### config.mk
export PLATFORM = sky130hd
export DESIGN_NAME = pipeline_sequencer
export DESIGN_NICKNAME = d
export VERILOG_FILES = /design/src/rtl/pipeline_sequencer.sv
export SDC_FILE = /design/constraint.sdc
export NUM_CORES = 1
export LEC_CHECK = 0
export ABC_AREA = 1
export CORE_ASPECT_RATIO = 0.6
export CORE_MARGIN = 3
export CORE_UTILIZATION = 52
export CTS_BUF_LIST = sky130_fd_sc_hd__clkbuf_4
export CTS_CLUSTER_DIAMETER = 200
export DETAILED_ROUTE_END_ITERATION = 8
export GPL_TIMING_DRIVEN = 0
export PLACE_DENSITY = 0.83
export REMOVE_ABC_BUFFERS = 1
export SLEW_MARGIN = 20
export SYNTH_ARGS = -nofsm -noshare
export SYNTH_HDL_FRONTEND = slang
export SYNTH_SLANG_ARGS = --single-unit
### constraint.sdc
create_clock -name CLK -period 2.5 [get_ports CLK]
set_clock_uncertainty 0.15 [all_clocks]
set_input_delay 0.5 -clock CLK [delete_from_list [all_inputs] [get_ports CLK]]
set_output_delay 0.5 -clock CLK [all_outputs]
set_load 0.05 [all_outputs]
### src/rtl/pipeline_sequencer.sv
// Stall/flush controller for the 5-stage pipeline.
// Drives the enable/nop pair of every pipeline latch and the PC enable from
// cache status, load-use detection, branch redirect and halt reaching MEM.
// Latch controls are combinational from state and inputs. A halt-drain FSM
// retires the halt and then freezes the pipeline. Saturating perf counters
// track stall and flush activity.
// Ports:
//   CLK, nRST                 clock (rising edge), async active-low reset
//   ihit, dhit, dmem_req      cache status / pending data access in EX/MEM
//   idex_memread, idex_wsel   load in ID/EX and its destination register
//   ifid_rs, ifid_rt          source registers of the IF/ID instruction
//   redirect, halt_mem        taken branch/jump in EX/MEM, halt in EX/MEM
//   pc_en, *_en, *_nop        PC enable and latch enable/bubble controls
//   halted                    sticky: pipeline drained after HALT
//   stall_cnt, flush_cnt      saturating performance counters
module pipeline_sequencer #(
    parameter int unsigned CNT_W = 32,
    parameter int unsigned REG_W = 5
) (
    input  logic             CLK,
    input  logic             nRST,
    input  logic             ihit,
    input  logic             dhit,
    input  logic             dmem_req,
    input  logic             idex_memread,
    input  logic [REG_W-1:0] idex_wsel,
    input  logic [REG_W-1:0] ifid_rs,
    input  logic [REG_W-1:0] ifid_rt,
    input  logic             redirect,
    input  logic             halt_mem,
    output logic             pc_en,
    output logic             ifid_en,
    output logic             ifid_nop,
    output logic             idex_en,
    output logic             idex_nop,
    output logic             exmem_en,
    output logic             exmem_nop,
    output logic             memwb_en,
    output logic             memwb_nop,
    output logic             halted,
    output logic [CNT_W-1:0] stall_cnt,
    output logic [CNT_W-1:0] flush_cnt
);

    localparam logic [1:0] S_RUN    = 2'd0;
    localparam logic [1:0] S_DRAIN  = 2'd1;
    localparam logic [1:0] S_HALTED = 2'd2;

    logic [1:0] state;
    logic [1:0] state_next;
    logic       load_use;
    logic       mem_stall;
    logic       stall_inc;
    logic       flush_inc;

    assign load_use  = idex_memread && (idex_wsel != '0) &&
                       ((idex_wsel == ifid_rs) || (idex_wsel == ifid_rt));
    assign mem_stall = dmem_req && !dhit;

    // State register
    always_ff @(posedge CLK or negedge nRST) begin
        if (!nRST) state <= S_RUN;
        else       state <= state_next;
    end

    // Next state and latch controls
    always_comb begin
        state_next = state;
        pc_en      = 1'b0;
        ifid_en    = 1'b0;
        ifid_nop   = 1'b0;
        idex_en    = 1'b0;
        idex_nop   = 1'b0;
        exmem_en   = 1'b0;
        exmem_nop  = 1'b0;
        memwb_en   = 1'b0;
        memwb_nop  = 1'b0;
        halted     = 1'b0;
        stall_inc  = 1'b0;
        flush_inc  = 1'b0;
        case (state)
            S_RUN: begin
                if (mem_stall) begin
                    // full freeze: everything keeps its contents
                end else if (redirect) begin
                    pc_en     = 1'b1;
                    ifid_en   = 1'b1;
                    ifid_nop  = 1'b1;
                    idex_en   = 1'b1;
                    idex_nop  = 1'b1;
                    exmem_en  = 1'b1;
                    exmem_nop = 1'b1;
                    memwb_en  = 1'b1;
                    // a halt in MEM takes precedence over counting the flush
                    flush_inc = !halt_mem;
                end else if (load_use) begin
                    idex_en   = 1'b1;
                    idex_nop  = 1'b1;
                    exmem_en  = 1'b1;
                    memwb_en  = 1'b1;
                end else if (!ihit) begin
                    ifid_en   = 1'b1;
                    ifid_nop  = 1'b1;
                    idex_en   = 1'b1;
                    exmem_en  = 1'b1;
                    memwb_en  = 1'b1;
                end else begin
                    pc_en     = 1'b1;
                    ifid_en   = 1'b1;
                    idex_en   = 1'b1;
                    exmem_en  = 1'b1;
                    memwb_en  = 1'b1;
                end
                stall_inc = !pc_en;
                // halt moves into MEM/WB on this edge unless the data side is frozen
                if (halt_mem && !mem_stall) state_next = S_DRAIN;
            end
            S_DRAIN: begin
                ifid_en    = 1'b1;
                ifid_nop   = 1'b1;
                idex_en    = 1'b1;
                idex_nop   = 1'b1;
                exmem_en   = 1'b1;
                exmem_nop  = 1'b1;
                memwb_en   = 1'b1;
                state_next = S_HALTED;
            end
            default: begin
                halted     = 1'b1;
                state_next = S_HALTED;
            end
        endcase
    end

    // Saturating performance counters, only advance while running
    always_ff @(posedge CLK or negedge nRST) begin
        if (!nRST) begin
            stall_cnt <= '0;
            flush_cnt <= '0;
        end else begin
            if (stall_inc && (stall_cnt != '1)) stall_cnt <= stall_cnt + CNT_W'(1);
            if (flush_inc && (flush_cnt != '1)) flush_cnt <= flush_cnt + CNT_W'(1);
        end
    end

endmodule

Word-level counts from Yosys, hierarchy flattened
Cells that the tools add are included.
{ "totals": {"ff_bits": 66, "inputBits": 23, "elab_cells": 56} }
{ "op_classes": {"mux": 31, "addsub": 2, "n_eq_ne": 6, "n_reduce_logical": 14} }
{ "op_table": {"columns": ["operator", "count"], "rows": [
  ["adder 32 x 1 -> 32 bit, second input constant", 2],
  ["inequality test 32 bit, second input constant", 2],
  ["2-to-1 mux 1 bit", 24],
  ["== test 5 bit", 2],
  ["case mux 1 bit (2 select lines)", 5],
  ["logical AND 1 bit", 6],
  ["nonzero test 5 bit", 1],
  ["zero test 1 bit", 4],
  ["2-to-1 mux 2 bit", 2],
  ["== test 2 x 1 -> 1 bit, second input constant", 1],
  ["zero test 2 bit", 1],
  ["inequality test 2 bit, second input constant", 1],
  ["OR reduction 2 bit", 1],
  ["logical OR 1 bit", 1]
]} }

Logic depth before layout (Yosys ltp)
{ "depth": {"word_depth": 10, "mapped_depth": 14} }

Worst setup path after synthesis
OpenSTA, ideal clock, no wires.
{ "synth_path": {"path_type": "input to output", "from": "in idex_wsel[1]", "to": "out ifid_nop", "required_time_ns": 1.850, "arrival_ns": 2.053, "cell_stages": 7, "setup_slack_ns": -0.203, "cell_sequence": "inv_1 > nand4_1 > o21ai_0 > inv_1 > nand2_1 > nand2_1 > o21ai_0"} }
{ "synth_via": {"elab_chain_cells": 7} }
{ "synth_rtl": {"columns": ["element", "line", "source"], "rows": [
  ["start: declaration", "26", "input logic [REG_W-1:0] idex_wsel,"],
  ["== test 5 bit or nonzero test 5 bit (tied branches)", "57, 56", null],
  ["logical OR 1 bit or logical AND 1 bit (tied branches)", "57, 56", null],
  ["logical AND 1 bit *", "56", "assign load_use = idex_memread && (idex_wsel != '0) &&"],
  ["2-to-1 mux 1 bit *", "96", "end else if (load_use) begin"],
  ["2-to-1 mux 1 bit *", "85", "end else if (redirect) begin"],
  ["2-to-1 mux 1 bit *", "83", "if (mem_stall) begin"],
  ["case mux 1 bit (2 select lines) *", "81", "case (state)"],
  ["end: declaration", "33", "output logic ifid_nop,"]
]} }
Every way passes the cells marked *; elsewhere a longest branch is shown, timed or not.

Worst setup path in the final report
{ "layout_path": {"from": "in ifid_rt[3]", "to": "out idex_nop"} }
{ "layout_via": {"elab_chain_cells": 7} }
{ "layout_rtl": {"columns": ["element", "line", "source"], "rows": [
  ["start: declaration", "28", "input logic [REG_W-1:0] ifid_rt,"],
  ["== test 5 bit", "57", "((idex_wsel == ifid_rs) || (idex_wsel == ifid_rt));"],
  ["logical OR 1 bit", "57", null],
  ["logical AND 1 bit", "56", null],
  ["2-to-1 mux 1 bit", "96", null],
  ["2-to-1 mux 1 bit", "85", null],
  ["2-to-1 mux 1 bit", "83", null],
  ["case mux 1 bit (2 select lines)", "81", null],
  ["end: declaration", "35", "output logic idex_nop,"]
]} }
Every way passes these cells.

==> impl_results.md <==
- Post-synth top area cell: dfrtp_1
- H-tree depth: 3
- Post-DP Area: 5180 um^2
- Initial Utilization: 55.44%
- Final WL: 11580 um
- Full die area: 9184 um^2
- RD Place Congestion: 0.8728
- Root Buffer: clkbuf_4
- Switch share: 40.07%
- Share of cells above drive strength 1: 8.237%
- Total inserted antenna cells: 0
- HP Class: input port to asynchronous set/reset pin
- Commonest cells in the netlist: nand2_1 (178), inv_1 (82), dfrtp_1 (66)
- Tcrit/Tclk final: 98.70%
- Busiest layer in global routing: met2
- Critical Path AT: 1.82 ns
- Nets: 713
- Dpl hpwl: 7920 um
- TritonRoute pass-1 iters: 6
- Clock share of power: 21.0%
- Core area: 7537 um^2
- F_max: 405.3 MHz
- # fillers: 619
- Flop2flop setup slack: 0.21 ns
- Largest family of logic cells by synthesized area: simple AND/OR/NAND/NOR gates
- Worst setup EP type: output pin
- Largest net degree at the start of global routing: 55
- First-pass GRT wire length: 18900 um
- Worst skew pair latency: 0.40 ns
- Power Internal: 1.623 mW
- Maximum vdd drop: 0.0004830 V
- Per-cell routed wire length: 14.55 um
- Xor-xnor portion of the synthesized cell area: 8.802%
- Max-Cap Viols: 0
- R2R Path End: stall_cnt[26]$_DFFE_PN0P_
- Worst-margin pin slew: 0.7215 ns
- Grt total ovfl: 0
- Synth Area in Simple Gates: 39.46%
- TritonCTS Buffers: 9
- Final instance area: 5405 um^2
- Top_reg_cell synth: dfrtp_1
- Post-place setup slack: -1.404 ns
- Vias in the first global route: 3967
- Leakage: 2.529 nW
- GRT met3 Usage: 6.899%
- Max-slew violation count: 0
- Final core utilization: 71.71%
- Post-Syn Area per Cell: 7.059 um^2
- # rows: 24
- Placed Cells: 773
- Die Wd: 121.7 um
- Buffers on Ports: 95
- Sequential power share: 45.5%
- Sum of negative setup slack: 0 ns
- Adder-Cell Fraction of Synth Area: 0.5988%
- Number of synthesized flops with an enable pin: 0
- Worst setup SP type: input port
- Worst Reg-to-Reg Cells: 10
- Die H: 75.44 um
- Post-synthesis mux area share: 0%
- Max FO, Critical Path: 3
- Cells after Synth: 592
- Vias post-DR: 4355
- Routed Antenna Nets: 0
- R2r startpoint: stall_cnt[0]$_DFFE_PN0P_
- Synth Warn #: 0
- Power, Total: 2.707 mW
- Final hold slack: 0.3367 ns
- RSZ-0062 raised after global routing: true
- Worst-path clk slew: 0.11 ns
- PnR worst setup slack: 0.03246 ns
- Clk buf depth: 2
- Initial DRC Count: 561
- Syn-to-layout area delta: 29.34%
- Synth top area cells: dfrtp_1 (40%), nand2_1 (16%), nand4_1 (7.5%), inv_1 (7.4%), xor2_1 (6.3%)
- PwrDens: 500.9 nW/um^2
- Crit Path Category: input port to output pin
- CTS tree: built
- Leading cell type by number of instances after synthesis: nand2_1
- Antenna violations before repair: 0
- Clock sinks: 66
- Worst rel slew slack: 51.84%
- Fin cells: 796
- I/O Pins: 97
- Sequential share of the synthesized area: 39.52%
- Finish-stage setup viols: 0
- Comb pwr share: 33.5%
- Yosys top cell area share: 39.52%
- Number of remaining DRC errors: 0
- Via/cell ratio: 5.471
- Synth Area in Compound Gates: 1.527%
- #FFs+latches synth: 66
- Post-synthesis cell type count: 32
- CP Data Required Time: 1.85 ns
- Final hold violation count: 0
- GRT Util Overall: 25.76%
- Met2 Resource Use GR: 38.04%
- Status: complete, no violations
- Post-synth ARST share: 100.0%
- GR Util met1: 37.18%
- Mapped cell area: 4179 um^2
- Sw power: 1.085 mW
- Min Tclk post-route: 2.468 ns
flip-flops by register name, summed over array words and instances (netlist names):
register and cells:
flush_cnt 32, stall_cnt 32, state 2
worst max path at each step:
stage	start	end	slack [ns]
floorplan	state[1]$_DFFE_PN0P_	ifid_nop	-0.34
global placement	nRST	stall_cnt[28]$_DFFE_PN0P_	-1.50
detailed placement	idex_wsel[3]	pc_en	-1.40
CTS	state[0]$_DFFE_PN0P_	idex_en	-0.12
global route	state[1]$_DFFE_PN0P_	ifid_nop	-0.02
finish	ifid_rt[3]	idex_nop	0.03
critical path, cell delays in order:
cell and delay (ns):
clkdlybuf4s50_1 0.47, xnor2_1 0.12, nand3_1 0.10, nand2_1 0.09, nand2_2 0.09, buf_4 0.14
o21ai_2 0.13, buf_6 0.18
per-layer routing:
metal / routed length, um / vias to the layer above
met2: 4918 / 237
li1: - / 2068
met3: 1082 / 17
met1: 5426 / 2033
met4: 156 / 0
met5: 0 / -
power by group through the flow:
stage	clock network, mW	registers, mW	logic (mW)
CTS	0.580	1.23	0.894
global route	0.630	1.25	0.970
finish	0.567	1.23	0.908
global placement	0	1.25	0.866
floorplan	0	1.51	0.294
detailed placement	0	1.25	0.881
logic make-up after synthesis:
| kind of cell | after synthesis |
|---|---|
| AO/OA/AOI/OAI | 10 |
| flip-flops | 66 |
| XOR/XNOR | 42 |
| other | 1 |
| adder cells (fa/ha/maj) | 2 |
| buffers and inverters | 102 |
| AND/OR/NAND/NOR | 369 |
cells in the final DEF (no fill, tap or decap), types with 2 or more instances in the layout:
cell / instances
a21oi_1: 2
buf_4: 6
buf_6: 2
clkbuf_2: 3
clkbuf_4: 11
clkdlybuf4s50_1: 73
clkinv_1: 4
dfrtp_1: 66
dlygate4sd2_1: 13
ha_1: 2
inv_1: 80
inv_2: 2
nand2_1: 175
nand2_2: 4
nand2_4: 3
nand3_1: 37
nand3_2: 3
nand3_4: 2
nand3b_1: 2
nand4_1: 50
nor2_1: 61
nor2_2: 6
nor2_4: 4
nor3_1: 17
nor3_2: 2
o21ai_0: 4
o21ai_1: 2
xnor2_1: 12
xor2_1: 30
repair_timing:
action,4_1_cts,5_1_grt
gates cloned,2,1
resized for setup,56,21
buffers inserted,2,2
endpoints found under the setup margin,39,38
hold buffers,1,0
pin swaps,9,4
endpoints found under the hold margin,12,0
cell type report:
type	count	area, um^2	area share (%)
Timing Repair Buffer	101	983.4	18.19
Clock buffer	10	75.07	1.389
Clock inverter	5	22.52	0.4167
Multi-Input combinational cell	427	2230	41.25
Sequential cell	66	1652	30.56
Inverter	83	312.8	5.787
Tap cell	104	130.1	2.407
(Power assumes the default switching activity.)
